==> src/rtl/cpu_pkg.sv <==
// Shared CPU definitions: default datapath width, LEGv8 condition-code encodings
// and the architectural NZVC flag layout.
package cpu_pkg;

    localparam int WIDTH_DEFAULT = 64;

    typedef enum logic [3:0] {
        COND_EQ = 4'b0000,
        COND_NE = 4'b0001,
        COND_HS = 4'b0010,
        COND_LO = 4'b0011,
        COND_MI = 4'b0100,
        COND_PL = 4'b0101,
        COND_VS = 4'b0110,
        COND_VC = 4'b0111,
        COND_HI = 4'b1000,
        COND_LS = 4'b1001,
        COND_GE = 4'b1010,
        COND_LT = 4'b1011,
        COND_GT = 4'b1100,
        COND_LE = 4'b1101,
        COND_AL = 4'b1110,
        COND_NV = 4'b1111
    } cond_e;

    typedef struct packed {
        logic n;
        logic z;
        logic v;
        logic c;
    } flags_t;

endpackage

==> src/rtl/cond_eval.sv <==
// Combinational LEGv8 B.cond evaluator: decides whether a condition code holds
// for a given set of NZVC flags.
module cond_eval
    import cpu_pkg::*;
(
    input  logic [3:0] cond,
    input  logic       flag_n,
    input  logic       flag_z,
    input  logic       flag_v,
    input  logic       flag_c,
    output logic       cond_true
);

    always_comb begin
        cond_true = 1'b0;
        case (cond)
            COND_EQ: cond_true = flag_z;
            COND_NE: cond_true = ~flag_z;
            COND_HS: cond_true = flag_c;
            COND_LO: cond_true = ~flag_c;
            COND_MI: cond_true = flag_n;
            COND_PL: cond_true = ~flag_n;
            COND_VS: cond_true = flag_v;
            COND_VC: cond_true = ~flag_v;
            COND_HI: cond_true = flag_c & ~flag_z;
            COND_LS: cond_true = ~(flag_c & ~flag_z);
            COND_GE: cond_true = (flag_n == flag_v);
            COND_LT: cond_true = (flag_n != flag_v);
            COND_GT: cond_true = ~flag_z & (flag_n == flag_v);
            COND_LE: cond_true = ~(~flag_z & (flag_n == flag_v));
            default: cond_true = 1'b1;
        endcase
    end

endmodule

==> src/rtl/ex_flag_stage.sv <==
// Execute-to-memory boundary: registers the ALU result, owns the NZVC flag
// register and resolves B.cond / CBZ / CBNZ branch decisions.
module ex_flag_stage
    import cpu_pkg::*;
#(
    parameter int WIDTH = WIDTH_DEFAULT
) (
    input  logic             clk,
    input  logic             reset,
    input  logic             inValid,
    input  logic             stall,
    input  logic             flush,
    input  logic [WIDTH-1:0] aluOut,
    input  logic             negative,
    input  logic             zero,
    input  logic             overflow,
    input  logic             carryOut,
    input  logic             setFlags,
    input  logic             isBcond,
    input  logic             isCbz,
    input  logic             isCbnz,
    input  logic [3:0]       cond,
    output logic             outValid,
    output logic [WIDTH-1:0] resultQ,
    output logic             takeBranch,
    output logic             flagN,
    output logic             flagZ,
    output logic             flagV,
    output logic             flagC
);

    logic             accept;
    logic             cond_true;
    logic             decision;

    logic             out_valid_q, out_valid_d;
    logic             take_branch_q, take_branch_d;
    logic [WIDTH-1:0] result_q, result_d;
    flags_t           flags_q, flags_d;

    assign accept = inValid & ~stall & ~flush;

    // B.cond reads the flag register before this instruction's own update.
    cond_eval u_cond_eval (
        .cond      (cond),
        .flag_n    (flags_q.n),
        .flag_z    (flags_q.z),
        .flag_v    (flags_q.v),
        .flag_c    (flags_q.c),
        .cond_true (cond_true)
    );

    always_comb begin
        decision = 1'b0;
        if (isBcond) begin
            decision = cond_true;
        end else if (isCbz) begin
            decision = zero;
        end else if (isCbnz) begin
            decision = ~zero;
        end
    end

    always_comb begin
        out_valid_d   = out_valid_q;
        take_branch_d = take_branch_q;
        result_d      = result_q;
        if (flush) begin
            out_valid_d   = 1'b0;
            take_branch_d = 1'b0;
        end else if (!stall) begin
            out_valid_d   = accept;
            take_branch_d = accept & decision;
            if (accept) begin
                result_d = aluOut;
            end
        end
    end

    always_comb begin
        flags_d = flags_q;
        if (accept && setFlags) begin
            flags_d = '{n: negative, z: zero, v: overflow, c: carryOut};
        end
    end

    always_ff @(posedge clk) begin
        if (reset) begin
            out_valid_q   <= 1'b0;
            take_branch_q <= 1'b0;
            result_q      <= '0;
        end else begin
            out_valid_q   <= out_valid_d;
            take_branch_q <= take_branch_d;
            result_q      <= result_d;
        end
    end

    always_ff @(posedge clk) begin
        if (reset) begin
            flags_q <= '0;
        end else begin
            flags_q <= flags_d;
        end
    end

    assign outValid   = out_valid_q;
    assign takeBranch = take_branch_q;
    assign resultQ    = result_q;
    assign flagN      = flags_q.n;
    assign flagZ      = flags_q.z;
    assign flagV      = flags_q.v;
    assign flagC      = flags_q.c;

endmodule

==> config.mk <==
export PLATFORM = sky130hd
export DESIGN_NAME = ex_flag_stage
export DESIGN_NICKNAME = d
export VERILOG_FILES = /design/src/rtl/cpu_pkg.sv /design/src/rtl/cond_eval.sv /design/src/rtl/ex_flag_stage.sv
export SDC_FILE = /design/constraint.sdc
export NUM_CORES = 1
export LEC_CHECK = 0
export ABC_AREA = 1
export BUFFER_PORTS_ARGS = -buffer_cell sky130_fd_sc_hd__buf_2
export CAP_MARGIN = 0
export CORE_ASPECT_RATIO = 0.5
export CORE_UTILIZATION = 47
export CTS_CLUSTER_DIAMETER = 50
export DETAILED_ROUTE_END_ITERATION = 16
export PLACE_DENSITY_LB_ADDON = 0.12
export SLEW_MARGIN = 20
export SYNTH_ARGS = -nofsm -noshare
export SYNTH_HDL_FRONTEND = slang
export SYNTH_SLANG_ARGS = --single-unit
==> constraint.sdc <==
create_clock -name clk -period 1.65 [get_ports clk]
set_clock_uncertainty 0.05 [all_clocks]
set_input_delay 0.0825 -clock clk [delete_from_list [all_inputs] [get_ports clk]]
set_output_delay 0.0825 -clock clk [all_outputs]
set_load 0.05 [all_outputs]
==> results of run 1 <==
-- routing by layer --
| layer | part of all wire, % | GRT usage [%] | routed length (µm) |
|---|---|---|---|
| met1 | 41 | 32.1 | 3430 |
| met5 | 0 | 0 | 0 |
| met3 | 7.6 | 10.4 | 635 |
| met4 | 1.9 | 8.88 | 163 |
| met2 | 49 | 50.9 | 4150 |
-- critical path: stages --
cell,delay (ns)
dlygate4sd3_1,0.53
buf_2,0.12
inv_2,0.04
nand2_1,0.07
nor2_4,0.13
buf_12,0.26
nand2_2,0.14
o21ai_0,0.17
a21oi_1,0.06
-- layout make-up --
| type | count | area, µm² | area share, % |
|---|---|---|---|
| Inverter | 13 | 48.8 | 1.10 |
| Timing Repair Buffer | 223 | 1510 | 34.0 |
| Tap cell | 73 | 91.3 | 2.06 |
| Clock inverter | 4 | 22.5 | 0.508 |
| Clock buffer | 12 | 246 | 5.56 |
| Sequential cell | 70 | 1400 | 31.6 |
| Multi-Input combinational cell | 263 | 1110 | 25.1 |
-- cells by family (layout without fill, tap and decap cells) --
kind of cell / Yosys count / after routing
AND/OR/NAND/NOR: 183 / 183
flip-flops: 70 / 70
buffers and inverters: 34 / 252
AO/OA/AOI/OAI: 80 / 80
-- power groups by stage --
stage / registers (mW) / clock network [mW] / logic, mW
after floorplan: 2.14 / 0 / 0.180
after global placement: 1.85 / 0 / 0.689
after detailed placement: 1.85 / 0 / 0.691
after CTS: 1.82 / 1.76 / 0.818
after global routing: 1.83 / 1.84 / 0.888
final: 1.82 / 1.73 / 0.832
-- worst max path at each step --
| stage | end | slack (ns) | cells past startpoint |
|---|---|---|---|
| 2_1_floorplan | takeBranch$_SDFFE_PP0N_ | 0.13 | 9 |
| 3_3_place_gp | takeBranch$_SDFFE_PP0N_ | 0.41 | 9 |
| 3_5_place_dp | takeBranch$_SDFFE_PP0N_ | 0.38 | 9 |
| 4_1_cts | flagN$_SDFFE_PP0P_ | 0.19 | 9 |
| 5_1_grt | flagV$_SDFFE_PP0P_ | 0.06 | 9 |
| 6_report | flagN$_SDFFE_PP0P_ | 0.19 | 9 |
-- flip-flops by register name, indices dropped and copies added (netlist names) --
name	cells
resultQ	64
flagC	1
flagN	1
flagV	1
flagZ	1
outValid	1
takeBranch	1
-- metrics by stage --
stage	power [mW]	cell area, µm²	instances	worst slack [ns]
6_report	4.38	4430	658	0.188
5_1_grt	4.55	4430	658	0.0590
4_1_cts	4.39	4430	658	0.192
3_5_place_dp	2.54	3480	574	0.378
3_3_place_gp	2.54	3480	574	0.407
2_1_floorplan	2.32	2700	367	0.132
-- cells in the final DEF (no fill, tap or decap), types with 6 or more instances in the layout --
cell | synthesis | layout
o21ai_0 | 56 | 56
buf_2 | 3 | 150
a21oi_1 | 8 | 8
dlygate4sd3_1 | 0 | 68
nand2_1 | 31 | 31
dfxtp_1 | 70 | 70
inv_1 | 9 | 9
nor2_1 | 144 | 144
nand3_1 | 6 | 6
o21ai_1 | 14 | 14
clkbuf_16 | 0 | 9
-- timing repair --
item | in CTS | in global routing
setup endpoints to repair | 0 | 0
hold endpoints to repair | 68 | 0
hold buffers | 68 | 0
gates resized for setup | 0 | 0
==> results.md, run 1 <==
- Post-route ant nets: 0
- Seq/Total Area, Yosys: 51.9%
- WHS: 0.0237 ns
- Max-cap violations: 0
- Post-synthesis mux area share: 0%
- Via/cell ratio: around 4.9
- Total gr overflow: 0
- Synth area leader: dfxtp_1
- Setup Crit Path Kind: in2reg
- Top cells by area, synth: dfxtp_1 (52%), nor2_1 (20%), o21ai_0 (10%), nand2_1 (4.3%), o21ai_1 (2.6%)
- Critical Path Fanout Max: 65
- Initial antenna violation count: 0
- DIE AREA: 6070 µm²
- Fin crit share: 88.6%
- Synth Instances: 367
- Worst path required time: around 1.8 ns
- GR Util All Layers: 28.8%
- Async set-reset flop share out of synthesis: 0%
- First-pass GRT wire length: ~13,000 µm
- H-tree depth: 3
- Crit. End Element: register
- CTS Root Cell: clkbuf_16
- Largest family of logic cells by synthesized area: simple AND/OR/NAND/NOR gates
- Register bit count reported by yosys: 70
- Vias in the first global route: 3,018
- Setup Viol. Count Final: 0
- Die Y: 55.6 µm
- CP startpoint: flush
- Run status: finished, final reports clean
- Post-layout util: 80.3%
- Wirelength per Cell: 12.7 µm
- Largest net degree at the start of global routing: 66
- Hold Crit Class: in2reg
- Post-synthesis xor/xnor area fraction: 0%
- Final Critical Period: 1.46 ns
- Initial Util: a little under 50%
- I/O Pins: 151
- Peak VDD IR: 0.985 mV
- Yosys warnings: 0
- Worst r2r src: flagN$_SDFFE_PP0P_
- PortBufs: 150
- Filler cells: roughly 370
- Clock network fraction of total power: 39.5%
- Compound-Gate Fraction of Synth Area: 15.1%
- Core area: approximately 5500 µm²
- Row count: 19
- RSZ-0062 raised after global routing: false
- Post-synth EDFFs: 0
- Min-Delay Path Depth: 3
- R2r setup slk: 0.39 ns
- 1st-iter DRT viols: between 200 and 250
- Worst-Margin Slew: 0.458 ns
- FF-to-FF End: takeBranch$_SDFFE_PP0N_
- Post-Route Setup TNS: 0 ns
- # DRC: 0
- Sequential share of power: 41.5%
- Switch Pwr: 1.25 mW
- Synthesized Nets: 448
- Synth Flop Type: dfxtp_1
- Fmax: 0.684 GHz
- Final number of max-transition violations: 0
- Hold path startpoint: negative
- Sw frac: 28.6%
- Post CTS Setup Buffer Count: 0
- Top post-synthesis cells by count: nor2_1 (144), dfxtp_1 (70), o21ai_0 (56), nand2_1 (31), o21ai_1 (14)
- CTS clk-pin slew, worst paths: about 0.050 ns
- Layout area overhead: 64.1%
- Gate power share: 19.0%
- DR pass1 iterations: 5
- CTS Buf Count: 9
- Final hold violation count: 0
- Adder-Cell Fraction of Synth Area: 0%
- Placer Congestion: 0.826
- Count leader, synth: nor2_1
- Vias: around 3,200
- CTS sink count: 70
- HPWL after detailed placement: 4500 µm
- Die width: 109 µm
- CP arrival: 1.62 ns
- Max-Slew Margin vs Limit: 69.4%
- Post-synth cell types: 17
- TritonCTS clock tree: built
- Number of diodes: 0
- Post-synthesis simple-gate area fraction: 26.1%
- Clk Latency, worst-skew pair: 0.33 ns
- Mapped Area: 2700 µm²
- Final net count: 661
- Endpoint, Worst Hold: flagN$_SDFFE_PP0P_
- Critical Path Source Type: input port
- R2R cell count: 9
- Internal: 3.13 mW
- Final WL: 8380 µm
- Share of layout cells above drive strength 1: 30.3%
- Clk buf depth: 2
- Leakage: 2.31 nW
- P per Cell Area: 989 nW/µm²
- Synth top area share: 51.9%
- Post-Syn Area per Cell: ~7.4 µm²
Power figures use the tool's default switching activity.
==> inputs of run 2 (changes only) <==
- CORE_MARGIN: unset -> 5
==> run 2 against run 1 <==
Sequential share of layout area grew 0.21 points; die area grew 23%; core utilization shrank 0.52 points; register-to-register slack gained 0.03 ns; critical path type unchanged; highest routed layer unchanged.
==> results.md, run 2 (synthesis results as in run 1) <==
- Run status: finished, final reports clean (unchanged)
- Final WL: 8860 µm (was 8380 µm)
- Initial antenna violation count: 0 (unchanged)
- First-pass GRT wire length: 14,400 µm (was 13,300 µm)
- Largest net degree at the start of global routing: 70 (was 66)
- Layout area overhead: 63.1% (was 64.1%)
- Placer Congestion: 0.784 (was 0.826)
- Row count: 19 (unchanged)
- Final hold violation count: 0 (unchanged)
- Fin crit share: 93.4% (was 88.6%)
- Die width: 117 µm (was 109 µm)
- Via/cell ratio: 4.78 (was 4.85)
- Share of layout cells above drive strength 1: 30.5% (was 30.3%)
- PortBufs: 150 (unchanged)
- CTS sink count: 70 (unchanged)
- Leakage: 2.29 nW (was 2.31 nW)
- I/O Pins: 151 (unchanged)
- GR Util All Layers: 24.2% (was 28.8%)
- Post-Route Setup TNS: 0 ns (unchanged)
- Cts hold-fix bufs: 67 (was 68)
- Post CTS Setup Buffer Count: 0 (unchanged)
- Total gr overflow: 0 (unchanged)
- Critical Path Fanout Max: 28 (was 65)
- RSZ-0062 raised after global routing: false (unchanged)
- Die Y: 63.6 µm (was 55.6 µm)
- Vias in the first global route: 3,072 (was 3,018)
- CTS clk-pin slew, worst paths: 0.06 ns (was 0.05 ns)
- Hold Crit Class: in2reg (unchanged)
- TritonCTS clock tree: built (unchanged)
- Post-route ant nets: 0 (unchanged)
- Final Critical Period: 1.54 ns (was 1.46 ns)
- Vias: 3,142 (was 3,193)
- Core area: 5520 µm² (unchanged)
- Fmax: 0.649 GHz (was 0.684 GHz)
- Area after DPL: 3450 µm² (was 3480 µm²)
- Number of diodes: 0 (unchanged)
- Wirelength per Cell: 13.5 µm (was 12.7 µm)
- FF-to-FF End: takeBranch$_SDFFE_PP0N_ (unchanged)
- DR pass1 iterations: 4 (was 5)
- Setup Crit Path Kind: in2reg (unchanged)
- Crit. End Element: register (unchanged)
- Peak VDD IR: 0.574 mV (was 0.985 mV)
- P per Cell Area: 996 nW/µm² (was 989 nW/µm²)
- Finished layout cell area: 4400 µm² (was 4430 µm²)
- R2r setup slk: 0.42 ns (was 0.39 ns)
- Initial Util: 48.9% (unchanged)
- CP arrival: 1.75 ns (was 1.62 ns)
- Setup Viol. Count Final: 0 (unchanged)
- Worst path required time: 1.85 ns (was 1.81 ns)
- Clk buf depth: 2 (unchanged)
- Final net count: 660 (was 661)
- Clk Latency, worst-skew pair: 0.32 ns (was 0.33 ns)
- Commonest cells after routing, fill and taps aside: buf_2 (150), nor2_1 (144), dfxtp_1 (70), dlygate4sd3_1 (67), o21ai_0 (56) (was buf_2 (150), nor2_1 (144), dfxtp_1 (70), dlygate4sd3_1 (68), o21ai_0 (56))
- Post-CTS sizing: 0 (unchanged)
- Max-Slew Margin vs Limit: 76.7% (was 69.4%)
- Most common cell after layout, fill and taps aside: buf_2 (unchanged)
- CTS Root Cell: clkbuf_16 (unchanged)
- R2R cell count: 9 (unchanged)
- Final number of max-transition violations: 0 (unchanged)
- DIE AREA: 7450 µm² (was 6070 µm²)
- Number of flip-flops in the largest register: 64 (unchanged)
- # DRC: 0 (unchanged)
- WHS: 0.00919 ns (was 0.0237 ns)
- Post-layout util: 79.8% (was 80.3%)
- CP startpoint: flush (unchanged)
- Critical Path Source Type: input port (unchanged)
- Worst-Margin Slew: 0.349 ns (was 0.458 ns)
- 1st-iter DRT viols: 171 (was 218)
- HPWL after detailed placement: 5220 µm (was 4500 µm)
- Max-cap violations: 0 (unchanged)
- CTS Buf Count: 9 (unchanged)
- Worst setup endpoint: resultQ[57]$_SDFFE_PP0P_ (was flagN$_SDFFE_PP0P_)
- Worst r2r src: flagV$_SDFFE_PP0P_ (was flagN$_SDFFE_PP0P_)
- H-tree depth: 3 (unchanged)
-- run 2: worst min-delay path by stage --
stage / to / start / slack [ns] / cells after the start
after global placement: resultQ[14]$_SDFFE_PP0P_ / aluOut[14] / 0.26 / 3
after detailed placement: resultQ[56]$_SDFFE_PP0P_ / aluOut[56] / 0.26 / 3
final: flagC$_SDFFE_PP0P_ / carryOut / 0.009 / 3
after floorplan: resultQ[0]$_SDFFE_PP0P_ / aluOut[0] / 0.17 / 2
after global routing: flagV$_SDFFE_PP0P_ / overflow / 0.06 / 3
after CTS: flagC$_SDFFE_PP0P_ / carryOut / 0.003 / 3
-- run 2: cell type report --
cell class              instances  area [µm²]
clock inverters                 6        46.3
well taps                      73        91.3
flip-flops and latches         70        1400
inverters                      13        48.8
repair buffers                222        1470
multi-input cells             263        1110
fillers                       394        1110
clock buffers                  10         229
-- run 2: stage by stage --
step           instances  total power [mW]  setup WS [ns]
5_1_grt              657              4.56        0.00495
6_report             657              4.38          0.108
3_5_place_dp         574              2.54          0.395
4_1_cts              657              4.39          0.183
3_3_place_gp         574              2.54          0.432
2_1_floorplan        367              2.32          0.132
-- run 2: layer usage --
metal,GRT usage (%),vias to the layer above,share of wire [%],wire (µm)
met3,8.41,21,8.4,746
met2,40.8,126,48,4270
met4,9.01,0,2.1,188
li1,-,1586,-,-
met1,28.1,1409,41,3660
met5,0,-,0,0
-- run 2: power by group --
group	leakage, nW	switching [mW]	internal, mW	total [mW]
Combinational	1.59	0.533	0.295	0.828
Sequential	0.572	0.0424	1.78	1.82
Clock	0.129	0.714	1.02	1.74
Total	2.29	1.29	3.09	4.38
-- run 2: worst max-delay path, cell delays in order --
cell	delay [ns]
dlygate4sd3_1	0.53
buf_2	0.13
inv_2	0.04
nand2_1	0.07
nor2_4	0.24
buf_4	0.35
o21ai_0	0.16
nor2_1	0.13
